--- src/rtl/alu_arbiter.sv ---
// ---------------------------------------------------------------------------
// alu_arbiter
//
// Shares one external combinational ALU between two requesters. It grants
// requests round-robin and executes one operation at a time. Each accepted
// operation spends one cycle in EXEC, where the external ALU is driven and its
// result is captured. It then waits in RESP until the granted requester takes
// the result.
//
// Ports
//   clk                    single clock, rising edge
//   rst                    synchronous, active-high reset
//   req0_valid/req1_valid  requester N has an operation pending
//   req0_ready/req1_ready  operation accepted when valid & ready
//   req0_a/b, req1_a/b     4-bit operands
//   req0_sel, req1_sel     3-bit ALU opcode
//   rsp0_valid/rsp1_valid  result available for requester N
//   rsp0_ready/rsp1_ready  requester N consumes the result
//   rsp_data               captured 5-bit ALU result, shared by both requesters
//   alu_a/alu_b/alu_sel    drive the external ALU (zero outside EXEC)
//   alu_out                result from the external ALU
//   busy                   high in any state other than IDLE
//   ops_done               count of completed response handshakes (wraps)
// ---------------------------------------------------------------------------
module alu_arbiter #(
    parameter int CNT_W = 8
) (
    input  logic             clk,
    input  logic             rst,
    input  logic             req0_valid,
    output logic             req0_ready,
    input  logic [3:0]       req0_a,
    input  logic [3:0]       req0_b,
    input  logic [2:0]       req0_sel,
    input  logic             req1_valid,
    output logic             req1_ready,
    input  logic [3:0]       req1_a,
    input  logic [3:0]       req1_b,
    input  logic [2:0]       req1_sel,
    output logic             rsp0_valid,
    input  logic             rsp0_ready,
    output logic             rsp1_valid,
    input  logic             rsp1_ready,
    output logic [4:0]       rsp_data,
    output logic [3:0]       alu_a,
    output logic [3:0]       alu_b,
    output logic [2:0]       alu_sel,
    input  logic [4:0]       alu_out,
    output logic             busy,
    output logic [CNT_W-1:0] ops_done
);

    localparam logic [1:0] IDLE = 2'd0;
    localparam logic [1:0] EXEC = 2'd1;
    localparam logic [1:0] RESP = 2'd2;

    logic [1:0] state;
    logic       last_grant;   // ID served by the most recent response handshake
    logic       grant;        // requester selected this cycle while in IDLE
    logic       any_valid;
    logic       accept;
    logic       rsp_hs;

    logic [3:0] lat_a;
    logic [3:0] lat_b;
    logic [2:0] lat_sel;
    logic       lat_id;

    // Round-robin: a lone requester wins. Under contention, the requester that
    // was not served last wins.
    // NOTE: every combinational output gets a default before any branch, so
    // no path leaves it unassigned and no latch is inferred.
    always_comb begin
        grant     = 1'b0;
        any_valid = req0_valid | req1_valid;
        if (req0_valid && req1_valid) begin
            grant = ~last_grant;
        end else if (req1_valid) begin
            grant = 1'b1;
        end
    end

    // Ready is combinational in IDLE and is forced low while reset is held.
    assign req0_ready = !rst && (state == IDLE) && any_valid && !grant;
    assign req1_ready = !rst && (state == IDLE) && any_valid &&  grant;
    assign accept     = (req0_valid && req0_ready) || (req1_valid && req1_ready);

    assign rsp0_valid = (state == RESP) && !lat_id;
    assign rsp1_valid = (state == RESP) &&  lat_id;
    // Only the granted requester's ready completes the response.
    assign rsp_hs     = (rsp0_valid && rsp0_ready) || (rsp1_valid && rsp1_ready);

    assign busy = (state != IDLE);

    // The external ALU sees the latched operation only during EXEC.
    assign alu_a   = (state == EXEC) ? lat_a   : 4'd0;
    assign alu_b   = (state == EXEC) ? lat_b   : 4'd0;
    assign alu_sel = (state == EXEC) ? lat_sel : 3'd0;

    // NOTE: state registers use non-blocking assignments so every flop samples
    // the pre-edge values and the order of statements does not matter.
    always_ff @(posedge clk) begin
        if (rst) begin
            state      <= IDLE;
            last_grant <= 1'b1;   // requester 0 wins the first contention
            lat_a      <= 4'd0;
            lat_b      <= 4'd0;
            lat_sel    <= 3'd0;
            lat_id     <= 1'b0;
            rsp_data   <= 5'd0;
            ops_done   <= '0;
        end else begin
            case (state)
                IDLE: begin
                    if (accept) begin
                        // Latch everything so a valid dropping after acceptance
                        // cannot disturb the operation in flight.
                        lat_a   <= grant ? req1_a   : req0_a;
                        lat_b   <= grant ? req1_b   : req0_b;
                        lat_sel <= grant ? req1_sel : req0_sel;
                        lat_id  <= grant;
                        state   <= EXEC;
                    end
                end
                EXEC: begin
                    rsp_data <= alu_out;
                    state    <= RESP;
                end
                RESP: begin
                    if (rsp_hs) begin
                        last_grant <= lat_id;
                        ops_done   <= ops_done + CNT_W'(1);
                        state      <= IDLE;
                    end
                end
                default: state <= IDLE;
            endcase
        end
    end

endmodule

--- config.mk ---
export PLATFORM = sky130hd
export DESIGN_NAME = alu_arbiter
export DESIGN_NICKNAME = d
export VERILOG_FILES = /design/src/rtl/alu_arbiter.sv
export SDC_FILE = /design/constraint.sdc
export NUM_CORES = 1
export LEC_CHECK = 0
export ABC_AREA = 1
export BUFFER_PORTS_ARGS = -buffer_cell sky130_fd_sc_hd__buf_2
export CAP_MARGIN = 0
export CORE_MARGIN = 2
export CORE_UTILIZATION = 46
export CTS_CLUSTER_DIAMETER = 200
export CTS_CLUSTER_SIZE = 12
export DETAILED_ROUTE_END_ITERATION = 10
export PLACE_DENSITY = 0.75
export SYNTH_ARGS = -nofsm -noshare
export SYNTH_HDL_FRONTEND = slang
export SYNTH_SLANG_ARGS = --single-unit
export TNS_END_PERCENT = 100
--- constraint.sdc ---
create_clock -name clk -period 1.6 [get_ports clk]
set_clock_uncertainty 0.05 [all_clocks]
set_input_delay 0.08 -clock clk [delete_from_list [all_inputs] [get_ports clk]]
set_output_delay 0.08 -clock clk [all_outputs]
set_load 0.02 [all_outputs]
Yosys cells after proc, flatten, opt, wreduce, memory -nomap -nowiden --
Index checks and enable logic that the tools add are counted.
Cells by class: multipliers 0, reduce and logical (&&, ||, !) cells 21, add/sub/neg operators 1, divide/modulo/power cells 0, shift-type cells 0, bitwise operators 2, eq/ne operators 4, multiplexer cells 11, $lt $le $gt $ge 0
Operator list (number):
- $mux W4 | 4
- $logic_and A1 B1 Y1 | 11
- $add A8 B1 Y8 const B | 1
- $mux W3 | 2
- $pmux W2 S3 | 1
- $reduce_and A2 Y1 | 3
- $mux W2 | 2
- $ne A2 B2 Y1 const B | 2
- $logic_not A1 Y1 | 3
- $eq A2 B1 Y1 const B | 1
- $eq A2 B2 Y1 const B | 1
- $logic_not A2 Y1 | 1
- $logic_or A1 B1 Y1 | 2
- $mux W1 | 2
- $reduce_bool A2 Y1 | 1
- $not A1 Y1 | 1
- $or A1 B1 Y1 | 1
Word-level totals: register bits 28, latch bits 0, memory bits (read-only) 0, memories 0, bits in writable memories 0

Logic depth before layout (Yosys ltp) --
depth in word-level cells 8, mapped depth 8

Worst setup path after synthesis --
OpenSTA, ideal clock, no wires.
kind register to register, start register ops_done[0], end register ops_done[4], required time 1.480 ns, cell stages (with the launch flop) 6, slack 0.295 ns, path buffers 0, clock period less this slack 1.305 ns, arrival 1.186 ns, cell sequence dfxtp_1 -> ha_1 -> nand3_1 -> xnor2_1 -> nand2_1 -> a21oi_1
On the way: cells in the longest elaborated chain, start to end 1
RTL lines:
- from (decl) | line 50 | output logic [CNT_W-1:0] ops_done
- from (signal assigned) | line 132 | ops_done <= ops_done + CNT_W'(1);
- $add A8 B1 Y8 | line 132
No other way between the ends. A chain may end at the register's enable or synchronous reset.

Final worst setup path --
start register state[0], end output req0_ready
On the way: cells in the longest elaborated chain, start to end 4
RTL lines:
- from (decl) | line 57 | logic [1:0] state;
- from (signal assigned) | line 104 | state <= IDLE;
- from (signal assigned) | line 122 | state <= EXEC;
- from (signal assigned) | line 127 | state <= RESP;
- $logic_not A2 Y1 | line 84 | assign req0_ready = !rst && (state == IDLE) && any_valid && !grant;
- $logic_and A1 B1 Y1 (3 in series) | line 84
- to (decl) | line 31 | output logic req0_ready,
No other way between the ends.

==> report_table.html <==
<table>
<tr><th>Metric</th><th>Value</th></tr>
<tr><th colspan="2">Final layout</th></tr>
<tr><td>Diode insertion count for antenna repair</td><td>0</td></tr>
<tr><td>Reg area</td><td>566 um^2</td></tr>
<tr><td>Layout-stage area growth over the synthesis result</td><td>36.5%</td></tr>
<tr><td>Core utilization of the finished layout</td><td>64.5%</td></tr>
<tr><td>Layout fillers</td><td>just under 300</td></tr>
<tr><td>Number of nets in the final layout</td><td>334</td></tr>
<tr><td>Area occupied by multi-input gates</td><td>between 700 and 800 um^2</td></tr>
<tr><td>Share of final-layout standard cells stronger than drive strength 1</td><td>between 20 and 30%</td></tr>
<tr><th colspan="2">Worst setup path</th></tr>
<tr><td>Arrival @ worst endpoint</td><td>1.38 ns</td></tr>
<tr><td>Worst Setup Path Type</td><td>reg -&gt; out</td></tr>
<tr><td>Endpoint required time on the critical path</td><td>between 1 and 1.5 ns</td></tr>
<tr><td>Worst R2R Start</td><td>state[0]$_SDFFE_PP0P_</td></tr>
<tr><td>CP Launch Type</td><td>flop</td></tr>
<tr><td>CP Capture Type</td><td>output pin</td></tr>
<tr><td>Maximum fanout along the worst path</td><td>6</td></tr>
<tr><td>First element of the critical path</td><td>state[0]$_SDFFE_PP0P_</td></tr>
<tr><td>Number of cell instances on the worst register-to-register path</td><td>7</td></tr>
<tr><th colspan="2">STA</th></tr>
<tr><td>Final setup margin</td><td>0.0855 ns</td></tr>
<tr><td>Max transition margin</td><td>83.0%</td></tr>
<tr><td>Final worst hold slack</td><td>-0.00233 ns</td></tr>
<tr><td>Share of the cycle needed by the critical path after routing</td><td>94.7%</td></tr>
<tr><td>Total of endpoints with negative setup slack in the final report</td><td>0</td></tr>
<tr><td>Post-layout minimum cycle time</td><td>about 1.5 ns</td></tr>
<tr><td>Fmax</td><td>660 MHz</td></tr>
<tr><td>Count of endpoints failing hold in the final timing report</td><td>2</td></tr>
<tr><td>Number of max-slew violations in the final report</td><td>0</td></tr>
<tr><td>Measured slew at the worst slew-check pin</td><td>approximately 0.25 ns</td></tr>
<tr><th colspan="2">Global routing</th></tr>
<tr><td>First-pass GRT wire length</td><td>5590 um</td></tr>
<tr><td>GRT Overall Usage</td><td>19.8%</td></tr>
<tr><td>Maximum number of pins on one net before global-route repair</td><td>22</td></tr>
<tr><td>Number of global-route vias before repair</td><td>1419</td></tr>
<tr><td>Initial antenna violation count</td><td>0</td></tr>
<tr><td>Total gr overflow</td><td>0</td></tr>
<tr><th colspan="2">Detailed routing</th></tr>
<tr><td>Remaining number of nets flagged by the antenna check after routing</td><td>0</td></tr>
<tr><td>Routed via count divided by cell count</td><td>around 4.8</td></tr>
<tr><td>Number of DRC violations after detailed-routing iteration 0</td><td>106</td></tr>
<tr><td>Number of vias in the routed layout</td><td>1584</td></tr>
<tr><td>1st-pass router iterations</td><td>4</td></tr>
<tr><td>Final WL</td><td>3430 um</td></tr>
<tr><td>Routed WL per cell</td><td>between 10 and 15 um</td></tr>
<tr><td>DR DRC count</td><td>0</td></tr>
<tr><th colspan="2">Die</th></tr>
<tr><td>Die extent in x</td><td>59.5 um</td></tr>
<tr><td>Initial Util</td><td>47.2%</td></tr>
<tr><td>Number of placed I/O pins</td><td>62</td></tr>
<tr><td>Num rows</td><td>20</td></tr>
<tr><td>Height of the die</td><td>59.5 um</td></tr>
<tr><td>Standard cell core area</td><td>3000 um^2</td></tr>
<tr><td>Total die area</td><td>3540 um^2</td></tr>
<tr><th colspan="2">Logic synthesis</th></tr>
<tr><td>Share of the yosys chip area belonging to registers</td><td>39.5%</td></tr>
<tr><td>Compound-Gate Fraction of Synth Area</td><td>9.53%</td></tr>
<tr><td>Top-count cell post-synth</td><td>nand2_1</td></tr>
<tr><td>Synth unique cells</td><td>21</td></tr>
<tr><td>Post-synthesis adder-cell area fraction</td><td>less than 1%</td></tr>
<tr><td>Post-Synth Simple-Gate Area</td><td>37.5%</td></tr>
<tr><td>Number of storage elements in the synthesis netlist</td><td>28</td></tr>
<tr><td>Cell types with the highest counts after synthesis</td><td>nand2_1 (66), nor2_1 (55), dfxtp_1 (28)</td></tr>
<tr><td>Largest area contributor in the synthesized netlist</td><td>dfxtp_1</td></tr>
<tr><td>Number of enable flip-flop cells after synthesis</td><td>0</td></tr>
<tr><td>Post-synthesis area per instance</td><td>approximately 6.3 um^2</td></tr>
<tr><td>Main combinational cell family by area after synthesis</td><td>simple AND/OR/NAND/NOR gates</td></tr>
<tr><td>Cell count after synthesis</td><td>224</td></tr>
<tr><td>Cell types occupying the most area after synthesis</td><td>dfxtp_1 (40%), nand2_1 (17%), nor2_1 (15%)</td></tr>
<tr><td>Proportion of register bits with asynchronous set or reset after synthesis</td><td>0%</td></tr>
<tr><td>Mux cell area share after synthesis</td><td>0%</td></tr>
<tr><td>Post-Synth XOR/XNOR Area</td><td>1.24%</td></tr>
<tr><td>Yosys warning total</td><td>0</td></tr>
<tr><td>Syn_nets</td><td>258</td></tr>
<tr><td>Flip-flop cell with the highest count after synthesis</td><td>dfxtp_1</td></tr>
<tr><td>Combined area of all synthesized cells</td><td>1420 um^2</td></tr>
<tr><td>Portion of synthesized cell area occupied by the leading cell type</td><td>39.5%</td></tr>
<tr><th colspan="2">Hold path</th></tr>
<tr><td>Critical hold path startpoint</td><td>req1_b[0]</td></tr>
<tr><td>Worst Hold Path Cells</td><td>5</td></tr>
<tr><td>Worst min-delay path category</td><td>in -&gt; reg</td></tr>
<tr><th colspan="2">Placement</th></tr>
<tr><td>DP Wirelength</td><td>2310 um</td></tr>
<tr><td>Post-Place Worst Slack</td><td>0.336 ns</td></tr>
<tr><td># port buffers</td><td>61</td></tr>
<tr><td>Routability Congestion</td><td>0.825</td></tr>
<tr><th colspan="2">Power and ir drop</th></tr>
<tr><td>P_leak</td><td>0.00100 uW</td></tr>
<tr><td>IR Drop Worst-Case VDD</td><td>approximately 0.75 mV</td></tr>
<tr><td>Power density normalized to cell area</td><td>781 nW/um^2</td></tr>
<tr><td>Power after layout</td><td>1510 uW</td></tr>
<tr><th colspan="2">Clock network</th></tr>
<tr><td>Number of levels in the clock H-tree</td><td>1</td></tr>
<tr><td>TritonCTS clock tree</td><td>done</td></tr>
<tr><td>Register clock-pin slew on the reported worst setup and hold paths</td><td>0.15 ns</td></tr>
<tr><td>Root Buffer</td><td>clkbuf_4</td></tr>
<tr><td>Longest Clk Path Bufs</td><td>2</td></tr>
<tr><td>Count of clock tree sinks</td><td>28</td></tr>
<tr><td>Insertion delay to the later sink of the worst-skew pair</td><td>0.33 ns</td></tr>
<tr><td>Number of buffers added by the clock tree synthesis step</td><td>3</td></tr>
<tr><th colspan="2">Outcome</th></tr>
<tr><td>Run status</td><td>finished, violations left</td></tr>
<tr><td>Violations in the final reports</td><td>negative hold slack</td></tr>
<tr><th colspan="2">Job</th></tr>
<tr><td>Max-cap violations</td><td>0</td></tr>
</table>
-- power by group --
| part | leakage, uW | switching, uW | internal, uW |
|---|---|---|---|
| clock | 0.0000210 | 202 | 139 |
| sequential | 0.000230 | 34.0 | 752 |
| combinational | 0.000751 | 225 | 160 |
| total | 0.00100 | 461 | 1050 |
-- through the flow --
stage,area [um^2],hold slack (ns),TNS [ns],instances
2_1_floorplan,1420,0.165,0,224
3_3_place_gp,1730,0.252,0,312
3_5_place_dp,1730,0.258,0,312
4_1_cts,1850,0.000105,0,325
5_1_grt,1940,0.00810,-0.00372,332
6_report,1940,-0.00233,0,332
-- cells by family (layout without fill, tap and decap cells) --
| logic type | count (synthesis) | in the layout |
|---|---|---|
| AO/OA/AOI/OAI | 27 | 27 |
| XOR/XNOR | 2 | 2 |
| adder cells (fa/ha/maj) | 1 | 1 |
| buffers and inverters | 34 | 109 |
| flip-flops | 28 | 28 |
| AND/OR/NAND/NOR | 132 | 132 |
-- path summary, 6_finish.rpt --
path	slack (ns)	to
setup / recovery	0.09	req0_ready
hold / removal	-0.002	lat_b[0]$_SDFFE_PP0P_
hold reg to reg	0.44	last_grant$_SDFFE_PP1P_
setup reg to reg	0.19	state[1]$_SDFFE_PP0P_
-- what timing repair did --
| action | CTS | global route |
|---|---|---|
| endpoints found under the hold margin | 11 | 1 |
| pin swaps | 0 | 1 |
| gates resized for setup | 1 | 10 |
| cloned | 0 | 0 |
| setup buffers | 0 | 6 |
| setup endpoints to repair | 4 | 13 |
| hold buffers | 9 | 1 |
-- layer usage --
| metal | vias up | part of all wire [%] | track usage [%] |
|---|---|---|---|
| met4 | 0 | 1.9 | 5.71 |
| met3 | 8 | 5.2 | 4.37 |
| met2 | 39 | 48 | 34.4 |
| met1 | 704 | 45 | 24.5 |
| met5 | - | 0 | 0 |
| li1 | 833 | - | - |
-- cell usage in the layout, fill, tap and decap left out --
| master | count |
|---|---|
| ha_1 | 1 |
| clkinv_4 | 2 |
| dlygate4sd3_1 | 10 |
| inv_1 | 19 |
| clkbuf_8 | 1 |
| buf_2 | 60 |
| nor2_1 | 55 |
| nand4_1 | 2 |
| nand3_4 | 1 |
| nor2_4 | 2 |
| o21ai_1 | 10 |
| inv_4 | 3 |
| nand2_1 | 66 |
| dfxtp_4 | 1 |
| clkbuf_4 | 3 |
| xor2_1 | 1 |
| nand3_1 | 6 |
| a21oi_1 | 9 |
| dfxtp_2 | 1 |
| buf_4 | 10 |
| xnor2_1 | 1 |
| dfxtp_1 | 26 |
| o21ai_0 | 8 |
| clkinvlp_4 | 1 |
-- layout make-up --
class,instances,share of cell area (%)
clock buffers,4,1.87
inverters,25,5.95
multi-input cells,162,36.3
flip-flops and latches,28,29.2
well taps,33,2.13
repair buffers,80,24.6
-- state kept, by name (all words and copies together) (netlist names) --
| signal | count |
|---|---|
| last_grant | 1 |
| ops_done | 8 |
| state | 2 |
| lat_a | 4 |
| lat_b | 4 |
| lat_id | 1 |
| rsp_data | 5 |
| lat_sel | 3 |
-- worst max-delay path, cell delays in order, from the launching register on --
cell	delay (ns)
dfxtp_2	0.36
inv_4	0.09
nand3_4	0.08
nor2_4	0.20
clkinv_4	0.10
nor2_1	0.09
buf_4	0.14
No activity file was read; power rests on OpenSTA's default activity.
